## config.mk

```make
export PLATFORM = sky130hd
export DESIGN_NAME = regfile_ctrl_flat
export DESIGN_NICKNAME = d
export VERILOG_FILES = /design/src/rtl/regfile_ctrl_pkg.sv /design/src/rtl/regfile_ctrl_if.sv /design/src/rtl/regfile_ctrl_rr_arb2.sv /design/src/rtl/regfile_ctrl.sv /design/src/flat_wrapper.sv
export SDC_FILE = /design/constraint.sdc
export NUM_CORES = 1
export LEC_CHECK = 0
export ABC_AREA = 1
export CAP_MARGIN = 10
export CORE_UTILIZATION = 37
export CTS_CLUSTER_SIZE = 30
export DETAILED_ROUTE_END_ITERATION = 7
export PLACE_DENSITY = 0.75
export SYNTH_ARGS = -nofsm -noshare
export SYNTH_HDL_FRONTEND = slang
export SYNTH_SLANG_ARGS = --single-unit
```

## constraint.sdc

```tcl
create_clock -name clk -period 2.75 [get_ports clk]
set_clock_uncertainty 0.2 [all_clocks]
set_input_delay 0.55 -clock clk [delete_from_list [all_inputs] [get_ports clk]]
set_output_delay 0.55 -clock clk [all_outputs]
set_load 0.02 [all_outputs]
```

## src/rtl/regfile_ctrl_pkg.sv

```systemverilog
// Shared types and constants for the two-requester register file controller.
package regfile_ctrl_pkg;

  localparam int ADDR_W       = 5;
  localparam int DATA_W       = 16;
  localparam int RF_RD_1      = 0;
  localparam int RF_RD_2      = 1;
  localparam int RF_WR        = 2;
  localparam int DRAIN_CYCLES = 3;

  typedef enum logic [2:0] {
    DRAIN = 3'd0,
    IDLE  = 3'd1,
    ISSUE = 3'd2,
    WAIT1 = 3'd3,
    WAIT2 = 3'd4,
    RESP  = 3'd5
  } state_t;

  typedef struct packed {
    logic              we;
    logic [ADDR_W-1:0] addr_a;
    logic [ADDR_W-1:0] addr_b;
    logic [DATA_W-1:0] wdata;
  } req_t;

  // Register file valid code: both read ports for a read, write port alone for a write.
  function automatic logic [2:0] rf_op_code(input logic we);
    logic [2:0] code;
    code = 3'b000;
    if (we) begin
      code[RF_WR] = 1'b1;
    end else begin
      code[RF_RD_1] = 1'b1;
      code[RF_RD_2] = 1'b1;
    end
    return code;
  endfunction

endpackage

```

## src/rtl/regfile_ctrl_if.sv

```systemverilog
// Requester-side bundle: request handshake plus registered response, for both requesters.
interface regfile_ctrl_if;
  import regfile_ctrl_pkg::*;

  logic              r0_req_valid;
  logic              r0_req_ready;
  logic              r0_req_we;
  logic [ADDR_W-1:0] r0_addr_a;
  logic [ADDR_W-1:0] r0_addr_b;
  logic [DATA_W-1:0] r0_wdata;
  logic              r0_rsp_valid;
  logic [DATA_W-1:0] r0_rsp_a;
  logic [DATA_W-1:0] r0_rsp_b;

  logic              r1_req_valid;
  logic              r1_req_ready;
  logic              r1_req_we;
  logic [ADDR_W-1:0] r1_addr_a;
  logic [ADDR_W-1:0] r1_addr_b;
  logic [DATA_W-1:0] r1_wdata;
  logic              r1_rsp_valid;
  logic [DATA_W-1:0] r1_rsp_a;
  logic [DATA_W-1:0] r1_rsp_b;

  modport master (
    output r0_req_valid, r0_req_we, r0_addr_a, r0_addr_b, r0_wdata,
    input  r0_req_ready, r0_rsp_valid, r0_rsp_a, r0_rsp_b,
    output r1_req_valid, r1_req_we, r1_addr_a, r1_addr_b, r1_wdata,
    input  r1_req_ready, r1_rsp_valid, r1_rsp_a, r1_rsp_b
  );

  modport slave (
    input  r0_req_valid, r0_req_we, r0_addr_a, r0_addr_b, r0_wdata,
    output r0_req_ready, r0_rsp_valid, r0_rsp_a, r0_rsp_b,
    input  r1_req_valid, r1_req_we, r1_addr_a, r1_addr_b, r1_wdata,
    output r1_req_ready, r1_rsp_valid, r1_rsp_a, r1_rsp_b
  );

endinterface

```

## src/rtl/regfile_ctrl_rr_arb2.sv

```systemverilog
// Two-way round-robin arbiter; a tie goes to the requester not granted last.
module rr_arb2 (
  input  logic       clk,
  input  logic       rst,
  input  logic [1:0] req,
  input  logic       update,
  output logic [1:0] grant
);

  // 1 when requester 1 was granted last, so requester 0 wins the first tie.
  logic last_p0;

  always_comb begin
    grant = 2'b00;
    case (req)
      2'b01:   grant = 2'b01;
      2'b10:   grant = 2'b10;
      2'b11:   grant = last_p0 ? 2'b01 : 2'b10;
      default: grant = 2'b00;
    endcase
  end

  always_ff @(posedge clk) begin
    if (rst) begin
      last_p0 <= 1'b1;
    end else if (update) begin
      last_p0 <= grant[1];
    end
  end

endmodule

```

## src/rtl/regfile_ctrl.sv

```systemverilog
// Round-robin front end for a 32x16, 2-cycle-latency register file; one operation in flight.
module regfile_ctrl
  import regfile_ctrl_pkg::*;
(
  input  logic              clk,
  input  logic              rst,
  regfile_ctrl_if.slave     bus,
  output logic [2:0]        rf_valid,
  output logic [ADDR_W-1:0] rf_read_addr_1,
  output logic [ADDR_W-1:0] rf_read_addr_2,
  output logic [ADDR_W-1:0] rf_write_addr,
  output logic [DATA_W-1:0] rf_write_data,
  input  logic [DATA_W-1:0] rf_read_1,
  input  logic [DATA_W-1:0] rf_read_2
);

  state_t            state, state_nxt;
  logic [1:0]        drain_cnt;
  logic [1:0]        req_vld;
  logic [1:0]        grant;
  logic [1:0]        ready;
  logic              accept;
  req_t              req0, req1, req_sel;

  logic              sel_id_p0;
  logic              we_p0;

  logic [1:0]        rsp_vld_p1;
  logic [DATA_W-1:0] rsp_a_p1 [2];
  logic [DATA_W-1:0] rsp_b_p1 [2];

  assign req_vld = {bus.r1_req_valid, bus.r0_req_valid};
  assign req0    = '{we: bus.r0_req_we, addr_a: bus.r0_addr_a,
                     addr_b: bus.r0_addr_b, wdata: bus.r0_wdata};
  assign req1    = '{we: bus.r1_req_we, addr_a: bus.r1_addr_a,
                     addr_b: bus.r1_addr_b, wdata: bus.r1_wdata};

  rr_arb2 u_arb (
    .clk    (clk),
    .rst    (rst),
    .req    (req_vld),
    .update (accept),
    .grant  (grant)
  );

  assign ready   = (state == IDLE) ? grant : 2'b00;
  assign accept  = |(req_vld & ready);
  assign req_sel = ready[1] ? req1 : req0;

  assign bus.r0_req_ready = ready[0];
  assign bus.r1_req_ready = ready[1];

  always_ff @(posedge clk) begin
    if (rst) begin
      state <= DRAIN;
    end else begin
      state <= state_nxt;
    end
  end

  // Reset holds the count at its top so DRAIN always covers a full register file latency.
  always_ff @(posedge clk) begin
    if (rst) begin
      drain_cnt <= 2'(DRAIN_CYCLES - 1);
    end else if (state == DRAIN && drain_cnt != 2'd0) begin
      drain_cnt <= drain_cnt - 2'd1;
    end
  end

  always_comb begin
    state_nxt = state;
    rf_valid  = 3'b000;
    case (state)
      DRAIN: if (drain_cnt == 2'd0) state_nxt = IDLE;
      IDLE:  if (accept) state_nxt = ISSUE;
      ISSUE: begin
        rf_valid  = rf_op_code(we_p0);
        state_nxt = WAIT1;
      end
      WAIT1: state_nxt = WAIT2;
      WAIT2: state_nxt = RESP;
      RESP:  state_nxt = IDLE;
      default: state_nxt = DRAIN;
    endcase
  end

  // Stage p0: accepted request fields, held stable for the register file until the next accept.
  always_ff @(posedge clk) begin
    if (accept) begin
      sel_id_p0      <= ready[1];
      we_p0          <= req_sel.we;
      rf_read_addr_1 <= req_sel.addr_a;
      rf_read_addr_2 <= req_sel.addr_b;
      rf_write_addr  <= req_sel.addr_a;
      rf_write_data  <= req_sel.wdata;
    end
  end

  // Stage p1: registered response towards the issuing requester.
  always_ff @(posedge clk) begin
    if (rst) begin
      rsp_vld_p1 <= 2'b00;
      for (int i = 0; i < 2; i++) begin
        rsp_a_p1[i] <= '0;
        rsp_b_p1[i] <= '0;
      end
    end else begin
      rsp_vld_p1[0] <= (state == RESP) && !sel_id_p0;
      rsp_vld_p1[1] <= (state == RESP) &&  sel_id_p0;
      if (state == RESP && !we_p0) begin
        rsp_a_p1[sel_id_p0] <= rf_read_1;
        rsp_b_p1[sel_id_p0] <= rf_read_2;
      end
    end
  end

  assign bus.r0_rsp_valid = rsp_vld_p1[0];
  assign bus.r1_rsp_valid = rsp_vld_p1[1];
  assign bus.r0_rsp_a     = rsp_a_p1[0];
  assign bus.r0_rsp_b     = rsp_b_p1[0];
  assign bus.r1_rsp_a     = rsp_a_p1[1];
  assign bus.r1_rsp_b     = rsp_b_p1[1];

endmodule
```

## src/flat_wrapper.sv

```systemverilog
// flat-port wrapper written by rule: the top's interface ports become plain ports
module regfile_ctrl_flat import regfile_ctrl_pkg::*;
  (clk, rst, rf_valid, rf_read_addr_1, rf_read_addr_2, rf_write_addr, rf_write_data, rf_read_1, rf_read_2, bus_r0_req_valid, bus_r0_req_we, bus_r0_addr_a, bus_r0_addr_b, bus_r0_wdata, bus_r0_req_ready, bus_r0_rsp_valid, bus_r0_rsp_a, bus_r0_rsp_b, bus_r1_req_valid, bus_r1_req_we, bus_r1_addr_a, bus_r1_addr_b, bus_r1_wdata, bus_r1_req_ready, bus_r1_rsp_valid, bus_r1_rsp_a, bus_r1_rsp_b);
  regfile_ctrl_if bus_i ();
  input  logic clk;
  input  logic rst;
  output logic [2:0] rf_valid;
  output logic [ADDR_W-1:0] rf_read_addr_1;
  output logic [ADDR_W-1:0] rf_read_addr_2;
  output logic [ADDR_W-1:0] rf_write_addr;
  output logic [DATA_W-1:0] rf_write_data;
  input  logic [DATA_W-1:0] rf_read_1;
  input  logic [DATA_W-1:0] rf_read_2;
  input wire logic [$bits(bus_i.r0_req_valid)-1:0] bus_r0_req_valid;
  input wire logic [$bits(bus_i.r0_req_we)-1:0] bus_r0_req_we;
  input wire logic [$bits(bus_i.r0_addr_a)-1:0] bus_r0_addr_a;
  input wire logic [$bits(bus_i.r0_addr_b)-1:0] bus_r0_addr_b;
  input wire logic [$bits(bus_i.r0_wdata)-1:0] bus_r0_wdata;
  output wire logic [$bits(bus_i.r0_req_ready)-1:0] bus_r0_req_ready;
  output wire logic [$bits(bus_i.r0_rsp_valid)-1:0] bus_r0_rsp_valid;
  output wire logic [$bits(bus_i.r0_rsp_a)-1:0] bus_r0_rsp_a;
  output wire logic [$bits(bus_i.r0_rsp_b)-1:0] bus_r0_rsp_b;
  input wire logic [$bits(bus_i.r1_req_valid)-1:0] bus_r1_req_valid;
  input wire logic [$bits(bus_i.r1_req_we)-1:0] bus_r1_req_we;
  input wire logic [$bits(bus_i.r1_addr_a)-1:0] bus_r1_addr_a;
  input wire logic [$bits(bus_i.r1_addr_b)-1:0] bus_r1_addr_b;
  input wire logic [$bits(bus_i.r1_wdata)-1:0] bus_r1_wdata;
  output wire logic [$bits(bus_i.r1_req_ready)-1:0] bus_r1_req_ready;
  output wire logic [$bits(bus_i.r1_rsp_valid)-1:0] bus_r1_rsp_valid;
  output wire logic [$bits(bus_i.r1_rsp_a)-1:0] bus_r1_rsp_a;
  output wire logic [$bits(bus_i.r1_rsp_b)-1:0] bus_r1_rsp_b;
  assign bus_i.r0_req_valid = bus_r0_req_valid;
  assign bus_i.r0_req_we = bus_r0_req_we;
  assign bus_i.r0_addr_a = bus_r0_addr_a;
  assign bus_i.r0_addr_b = bus_r0_addr_b;
  assign bus_i.r0_wdata = bus_r0_wdata;
  assign bus_r0_req_ready = bus_i.r0_req_ready;
  assign bus_r0_rsp_valid = bus_i.r0_rsp_valid;
  assign bus_r0_rsp_a = bus_i.r0_rsp_a;
  assign bus_r0_rsp_b = bus_i.r0_rsp_b;
  assign bus_i.r1_req_valid = bus_r1_req_valid;
  assign bus_i.r1_req_we = bus_r1_req_we;
  assign bus_i.r1_addr_a = bus_r1_addr_a;
  assign bus_i.r1_addr_b = bus_r1_addr_b;
  assign bus_i.r1_wdata = bus_r1_wdata;
  assign bus_r1_req_ready = bus_i.r1_req_ready;
  assign bus_r1_rsp_valid = bus_i.r1_rsp_valid;
  assign bus_r1_rsp_a = bus_i.r1_rsp_a;
  assign bus_r1_rsp_b = bus_i.r1_rsp_b;
  regfile_ctrl u_core (.clk(clk), .rst(rst), .bus(bus_i), .rf_valid(rf_valid), .rf_read_addr_1(rf_read_addr_1), .rf_read_addr_2(rf_read_addr_2), .rf_write_addr(rf_write_addr), .rf_write_data(rf_write_data), .rf_read_1(rf_read_1), .rf_read_2(rf_read_2));
endmodule
```

==> results of run 1 <==
flip-flops by register name, summed over array words and instances (netlist names):
name and count:
u_core.rsp_a_p1 32, u_core.rsp_b_p1 32, u_core.rf_write_data 16, u_core.rf_read_addr_1 5, u_core.rf_read_addr_2 5, u_core.state 3, u_core.drain_cnt 2, u_core.rsp_vld_p1 2
u_core.sel_id_p0 1, u_core.u_arb.last_p0 1, u_core.we_p0 1
worst register-to-register path, delay by kind of cell (launching register included):
kind	cells	cell delay [ns]
flops	1	0.50
buf+inv	2	0.47
simple gates	2	0.43
through the flow:
stage | power, mW | setup TNS (ns) | cell area [sq um]
2_1_floorplan | 2.52 | 0 | 4120
3_3_place_gp | 3.01 | -0.0614 | 6160
3_5_place_dp | 3.04 | -0.0828 | 6160
4_1_cts | 3.83 | 0 | 6320
5_1_grt | 3.99 | 0 | 6330
6_report | 3.81 | 0 | 6330
layer usage:
metal	vias up	GRT usage, %
met3	16	3.93
met2	183	29.2
li1	1523	-
met1	1442	17.5
met4	0	8.51
met5	-	0
cells in the final DEF (no fill, tap or decap), drive strengths merged:
cell type / instances
buf: 10
clkinv: 5
o21ai: 29
nor2: 84
clkdlybuf4s50: 188
a21oi: 2
clkbuf: 9
dfxtp: 8
dlygate4sd2: 2
ha: 1
nand2: 70
inv: 43
nand3b: 1
edfxtp: 92
clkinvlp: 1
nand3: 5
dlymetal6s2s: 1
how the worst max path moves through the flow:
stage                                          end  slack, ns  cells after the start
final                                  rf_valid[0]       0.16                      4
after global routing                   rf_valid[0]       0.05                      4
after CTS                              rf_valid[1]       0.07                      4
after floorplan           u_core.rf_read_addr_1[0]       0.18                      4
after global placement            bus_r0_req_ready      -0.06                      6
after detailed placement          bus_r0_req_ready      -0.07                      6
cell families (layout without fill, tap and decap cells):
group                    count (synthesis)  after routing
AND/OR/NAND/NOR                        160            160
AO/OA/AOI/OAI                           31             31
buffers and inverters                   63            259
adder cells (fa/ha/maj)                  1              1
flip-flops                             100            100
power breakdown:
group          switching, mW  total (mW)  internal, mW  leakage [nW]
registers             0.0800        1.93          1.85         0.983
clock network          0.480       0.805         0.324        0.0845
logic                  0.593        1.07         0.473          1.42
layout make-up:
| type | instances | share of cell area [%] |
|---|---|---|
| sequential | 100 | 46.2 |
| clock inverter | 7 | 0.672 |
| clock buffer | 9 | 1.96 |
| inverter | 42 | 2.49 |
| timing repair buffer | 201 | 32.0 |
| tap | 140 | 2.77 |
| multi-input combinational | 192 | 14.0 |
what timing repair did:
action | 4_1_cts | 5_1_grt
endpoints found under the setup margin | 4 | 2
pin swaps | 0 | 0
setup buffers | 0 | 0
gates resized for setup | 3 | 2
==> flow_results.org, run 1 <==
** Status
- The flow ran to the end, and the final reports show no timing, DRC or antenna violations.

** Critical path
- The number of buffers and inverters on the critical path is 1.
- Of all nets on the critical path, the largest fanout is 6.
- STA puts the critical path data arrival time at 1.84 ns.
- The worst setup path is captured at a primary output.
- The setup check on the worst reg-to-reg path leaves a slack of 0.86 ns.
- Among cell families on the critical path, the largest total delay comes from buffers and inverters.
- For this run, the slowest stage of the critical path takes 0.63 ns.
- Worst endpoint required time :: 2.00 ns
- The startpoint identified for the worst register-to-register timing path is u_core.state[0].
- R2r endpoint :: u_core.rf_read_addr_2[1]
- For the worst flop-to-flop path, the logic depth is 4.
- Launching element of the worst setup path :: u_core.state[0]
- Kind of critical path :: register to primary output
- The signal on the critical path passes through nor2_4 -> nand2_1 -> nor2_1 -> clkdlybuf4s50_1.
- The worst setup path is launched from a register.
- The slowest stage of the critical path belongs to the cell sky130_fd_sc_hd__clkdlybuf4s50_1.

** Logic synthesis
- Part of the Yosys area used for sequential elements :: 71.0%
- Dominant cell type by area after synthesis :: sky130_fd_sc_hd__edfxtp_1
- The most common cell in the synthesized netlist is sky130_fd_sc_hd__edfxtp_1.
- Dominant combinational cell family by area after synthesis :: simple AND/OR/NAND/NOR gates
- Synthesized-area fraction occupied by adder cells :: 0.304%
- The netlist uses 19 different library cells.
- Post-synth design cell area :: 4120 sq um
- Post-synthesis average cell area :: 11.6 sq um
- List of most frequent post-synthesis cells :: sky130_fd_sc_hd__edfxtp_1, sky130_fd_sc_hd__nand2_1, sky130_fd_sc_hd__nor2_1, sky130_fd_sc_hd__inv_1, sky130_fd_sc_hd__o21ai_0
- For this run, asynchronously set or reset flops after synthesis account for 0%.
- The Yosys step of the flow raised 0 warnings.
- The top cell type by area accounts for 67.1% of the synthesized area.
- Net count after synthesis :: 446
- Count of state elements after synthesis :: 100
- The synthesized netlist devotes 0% of its cell area to XOR and XNOR gates.
- By area the synthesized netlist is led by sky130_fd_sc_hd__edfxtp_1, sky130_fd_sc_hd__nand2_1, sky130_fd_sc_hd__nor2_1.
- Measured against the total synthesized area, the mux share comes to 0%.
- In the synthesized netlist, the number of instances is 355.
- For this run, the leading register cell type out of synthesis is sky130_fd_sc_hd__edfxtp_1.
- Share of the synthesized area in compound gates (AO/OA/AOI/OAI) :: 3.77%
- Summing the areas of all and, or, nand and nor instances in the mapped netlist gives 17.1% of the synthesized area.
- The synthesized design contains 92 enable-type register cells.

** Timing
- Pin slew with the least headroom to its limit :: 0.420 ns
- Normalized max-slew margin :: 72.0%
- Setup repair after global routing left no endpoint under its margin.
- Maximum clock frequency :: 386 MHz
- The worst path meets setup with 0.160 ns of slack.
- Time the final worst path needs with I/O delays and setup :: 2.59 ns
- Period utilisation layout :: 94.2%
- Final hold slack :: 0.268 ns
- Fin. Hold Viols :: 0
- Setup-violating endpoint count in the final report :: 0
- The max-slew violation count was 0.

** Floorplan
- The die is 108 um wide.
- The total area inside the core boundary comes to 10800 sq um.
- The initial utilization of the core area, before any placement, comes to 38.0%.
- The floorplan has 38 rows.
- The floorplan step defined a die boundary enclosing 11600 sq um.
- Count of boundary I/O pins :: 192
- From bottom edge to top edge, the die measures 108 um.

** Clock tree
- The later pin in the worst-skew pair is clocked with a latency of 0.35 ns.
- Clock-pin slew was measured on the worst setup and hold paths at 0.09 ns.
- Clock tree synthesis inserted a total of 9 buffers.
- TritonCTS built the clock tree.
- Deepest level of the CTS H-tree :: 3
- The clock passes through at most 2 buffers.
- Number of buffers added to fix hold violations after cts :: 0
- The tree is rooted in a sky130_fd_sc_hd__clkbuf_8.
- TritonCTS sink count :: 100

** Route
- The detailed router used layers up to and including met4.
- After detailed routing, the met3 layer carries 945 um of wire.
- Metal-1 WL :: 3620 um
- The routed layout has 3164 vias.
- Routed wire length :: 9380 um
- DR vias/cell :: 4.58
- After detailed routing, the met2 layer carries 4600 um of wire.
- The detailed router finished its first iteration with 153 violations.
- After detailed routing, the average wire length per cell comes to 13.6 um.
- First-pass detailed-route iteration total :: 4
- Number of remaining DRC errors :: 0
- Post-DRT Antenna Nets :: 0

** Finish
- In the final layout, the multi-input gates occupy 883 sq um.
- Post-synthesis to final-layout area growth :: 53.7%
- Antenna cells :: 0
- Measured on the finished design, the core utilization comes to 58.4%.
- Number of filler cells placed in the layout :: 921
- For this run, the post-layout net count is 637.
- Share of cells above drive strength 1 :: 9.62%
- Non-filler cells in the finished layout :: 691
- Registers take 2920 sq um.

** Placed design
- Timing analysis after detailed placement gives a worst setup slack of -0.0731 ns.
- At the end of routability-driven placement, the weighted congestion stood at 0.855.
- Placed instance count :: 675
- Dpl hpwl :: 7120 um
- Port buffering added 191 buffers.

** Min path
- Origin of the worst min-delay path :: u_core.drain_cnt[1]
- The worst hold path belongs to the class register to register.
- Min-Delay Endpoint :: u_core.drain_cnt[1]
- Hold depth :: 2

** Global routing
- After global routing the overflow that remains totals 0.
- First-pass GRT wire length :: 14000 um
- Pin count of the biggest net entering global routing :: 33
- Antenna violations before repair :: 0
- Number of global-route vias before repair :: 3021
- For this run, the total global-route usage over all layers was measured as 16.2%.

** Pwr
- The analysis attributes to cell leakage a power of 2.49 nW.
- Across the VDD grid, the largest voltage drop is 0.000373 V.
- For this design the ratio of total power to cell area is 601 nW/um^2.

** Job
- # Max-Cap Violations :: 0
Note: power is estimated with default switching activity, not from simulation.
==> run 2: changes to the inputs <==
Settings changed: SLEW_MARGIN set to 40.
==> results of run 2 <==
Same layout as run 1: the final DEF is identical, and so are final timing and power.
==> run 3: changes to the inputs <==
Settings changed: SKIP_CTS_REPAIR_TIMING set to 1.
==> flow_results.org, run 3 (synthesis results as in run 1) <==
** Status
- Result of the run :: finished, final reports clean

** Global routing
- The initial antenna violation count was 0 (unchanged).
- met2 is the most crowded layer.
- The via count of the first global-routing pass is 3021 (unchanged).
- Met1 usage in global routing :: 17.5% (unchanged)
- The global routing met3 resource utilization came to 3.93% (unchanged).
- The total routing usage reported by global routing came to 16.2% (unchanged).
- Remaining global-route overflow :: 0 (unchanged)
- First-pass GRT wire length :: 14000 um (unchanged)
- The met2 usage came to 29.2% (unchanged).
- Pin count of the biggest net entering global routing :: 33 (unchanged)

** Finish
- The ratio of cells with drive above 1 in the final layout is 9.62% (unchanged).
- Post-synthesis to final-layout area growth :: 53.9%
- Fin util :: 58.5% (+0.069 points)
- The number of diodes was 0 (unchanged).
- Leaving out fill and tap cells, the most frequent cell in the layout is sky130_fd_sc_hd__clkdlybuf4s50_1.
- Registers with the most flip-flops :: u_core.rsp_a_p1: 32 flops, u_core.rsp_b_p1: 32 flops, u_core.rf_write_data: 16 flops
- Commonest non-fill, non-tap cells in the layout :: sky130_fd_sc_hd__clkdlybuf4s50_1, sky130_fd_sc_hd__edfxtp_1, sky130_fd_sc_hd__nand2_1, sky130_fd_sc_hd__nor2_1, sky130_fd_sc_hd__inv_1
- Net count, final :: 637 (unchanged)
- Total area of multi-input combinational cells :: 883 sq um (unchanged)
- The filler cell count is 919 (-0.22%).
- Register area :: 2920 sq um (unchanged)

** Clock tree
- CTS tree :: built
- Clock tree synthesis selected as its root buffer the cell sky130_fd_sc_hd__clkbuf_8.
- The clock transition at the registers of the reported paths came to 0.09 ns (about the same).
- Clk Latency, worst-skew pair :: 0.35 ns (about the same)
- TritonCTS buffer count :: 9 (unchanged)
- The H-tree level count is 3 (unchanged).
- TritonCTS sink count :: 100 (unchanged)
- Max Root-Sink Buffers :: 2 (unchanged)

** Route
- DR vias/cell :: 4.57 (-0.16%)
- The total length of routed wires is 9430 um (+0.50%).
- The number of vias after detailed routing was 3159 (-0.16%).
- Post-DRT Antenna Nets :: 0 (unchanged)
- The number of iterations in the first detailed-routing pass came to 4 (unchanged).
- The first-iteration detailed-routing DRC count is 134 (-12%).
- DR WL/cell :: 13.6 um (+0.50%)
- Number of remaining DRC errors :: 0 (unchanged)

** Timing
- Normalized max-slew margin :: 71.6% (-0.40 points)
- Time the final worst path needs with I/O delays and setup :: 2.59 ns (+0.000350 ns)
- The final hold violation count is 0 (unchanged).
- The tightest hold margin was 0.267 ns (-0.000531 ns).
- The pin slew with the least headroom to its limit is 0.426 ns (+0.00596 ns).
- The final period utilization was 94.2% (about the same).
- Unrepaired setup endpoints after global routing :: no
- Setup-violating endpoint count in the final report :: 0 (unchanged)
- The max-slew violation count came to 0 (unchanged).
- Maximum clock frequency :: 386 MHz (about the same)
- Setup total negative slack :: 0 ns (unchanged)

** Critical path
- STA classifies the critical path startpoint as a register.
- Traced cell by cell, the critical path runs through nor2_4 -> nand2_1 -> nor2_1 -> clkdlybuf4s50_1.
- Largest driver fanout on the critical path :: 6 (unchanged)
- The number of buffer and inverter stages on the critical path was 1 (unchanged).
- Kind of critical path :: register to primary output
- Worst setup EP type :: primary output
- The delay of the slowest cell on the worst path was 0.63 ns (about the same).
- Worst endpoint required time :: 2.00 ns (about the same)
- The arrival time of the worst setup path was 1.84 ns (about the same).
- Among all stages on the critical path, the largest delay is contributed by sky130_fd_sc_hd__clkdlybuf4s50_1.
- Crit-path leading delay family :: buffers and inverters

** Floorplan
- Core footprint :: 10800 sq um (unchanged)
- Chip width :: 108 um (unchanged)
- The cell row count was 38 (unchanged).
- The area of the die was 11600 sq um (unchanged).
- The number of top-level pins was 192 (unchanged).
- Vert. Die Dim :: 108 um (unchanged)
- The starting density of the core is 38.0% (unchanged).

** Pwr
- Worst VDD drop :: 0.000373 V (+0.12%)
- Part of the power in registers :: 50.8% (about the same)
- The combinational fraction of design power came to 28.1% (about the same).
- The final total power was 3.81 mW (+0.11%).
- The part of the total power dissipated in the clock network is 21.1% (about the same).
- Switch Pwr :: 1.15 mW (about the same)
- Switching power share of the total :: 30.3% (about the same)
- Static leakage power :: 2.52 nW (+1.1%)
- Power per cell area :: 601 nW/um^2 (about the same)
- The total internal power was 2.66 mW (+0.13%).

** Placed design
- The number of buffers added on ports came to 191 (unchanged).
- The detailed-placement wirelength estimate was 7120 um (unchanged).
- The global placer's final weighted congestion came to 0.855 (unchanged).

** Min path
- Class of the tightest hold or removal check :: register to register

** Job
- # Max-Cap Violations :: 0 (unchanged)
-- run 3: cell count changes in the layout (fill, tap and decap cells not counted) --
cell                             change
sky130_fd_sc_hd__dlygate4sd2_1       -2
sky130_fd_sc_hd__dlymetal6s2s_1      +2
-- run 3: tightest hold or removal path, stage by stage, from the launching register on --
cell and delay (ns):
sky130_fd_sc_hd__dfxtp_1 0.34, sky130_fd_sc_hd__nand2_1 0.05, sky130_fd_sc_hd__nand3_1 0.05
-- run 3: metal layers --
metal	routed length (um)	part of all wire (%)
met5	0	0
met4	228	2.4
met3	872	9.2
met2	4620	49
met1	3710	39
-- run 3: worst paths after layout --
| check | from | to | slack (ns) | cells past startpoint |
|---|---|---|---|---|
| max reg2reg | u_core.state[0] | u_core.rf_read_addr_2[1] | 0.86 | 4 |
| min | u_core.drain_cnt[1] | u_core.drain_cnt[1] | 0.27 | 2 |
| max | u_core.state[0] | rf_valid[0] | 0.16 | 4 |
| min reg2reg | u_core.drain_cnt[1] | u_core.drain_cnt[1] | 0.27 | 2 |
-- run 3: layout make-up --
cell class | count | share of cell area [%]
Sequential cell | 100 | 46.1
Timing Repair Buffer | 201 | 32.1
Multi-Input combinational cell | 192 | 13.9
Tap cell | 140 | 2.76
Inverter | 42 | 2.49
Clock buffer | 9 | 1.95
Clock inverter | 7 | 0.671
-- run 3: stage by stage --
stage,instance area (sq um),cells,worst slack (ns)
CTS,6320,691,-0.0804
finish,6340,691,0.159
global route,6340,691,0.0481
floorplan,4120,355,0.183
detailed placement,6160,675,-0.0731
global placement,6160,675,-0.0566
-- run 3: power groups by stage --
| stage | clock network [mW] | registers [mW] | logic (mW) |
|---|---|---|---|
| floorplan | 0 | 2.10 | 0.420 |
| global placement | 0 | 1.96 | 1.05 |
| detailed placement | 0 | 1.96 | 1.07 |
| CTS | 0.824 | 1.93 | 1.08 |
| global route | 0.883 | 1.95 | 1.16 |
| finish | 0.805 | 1.93 | 1.07 |
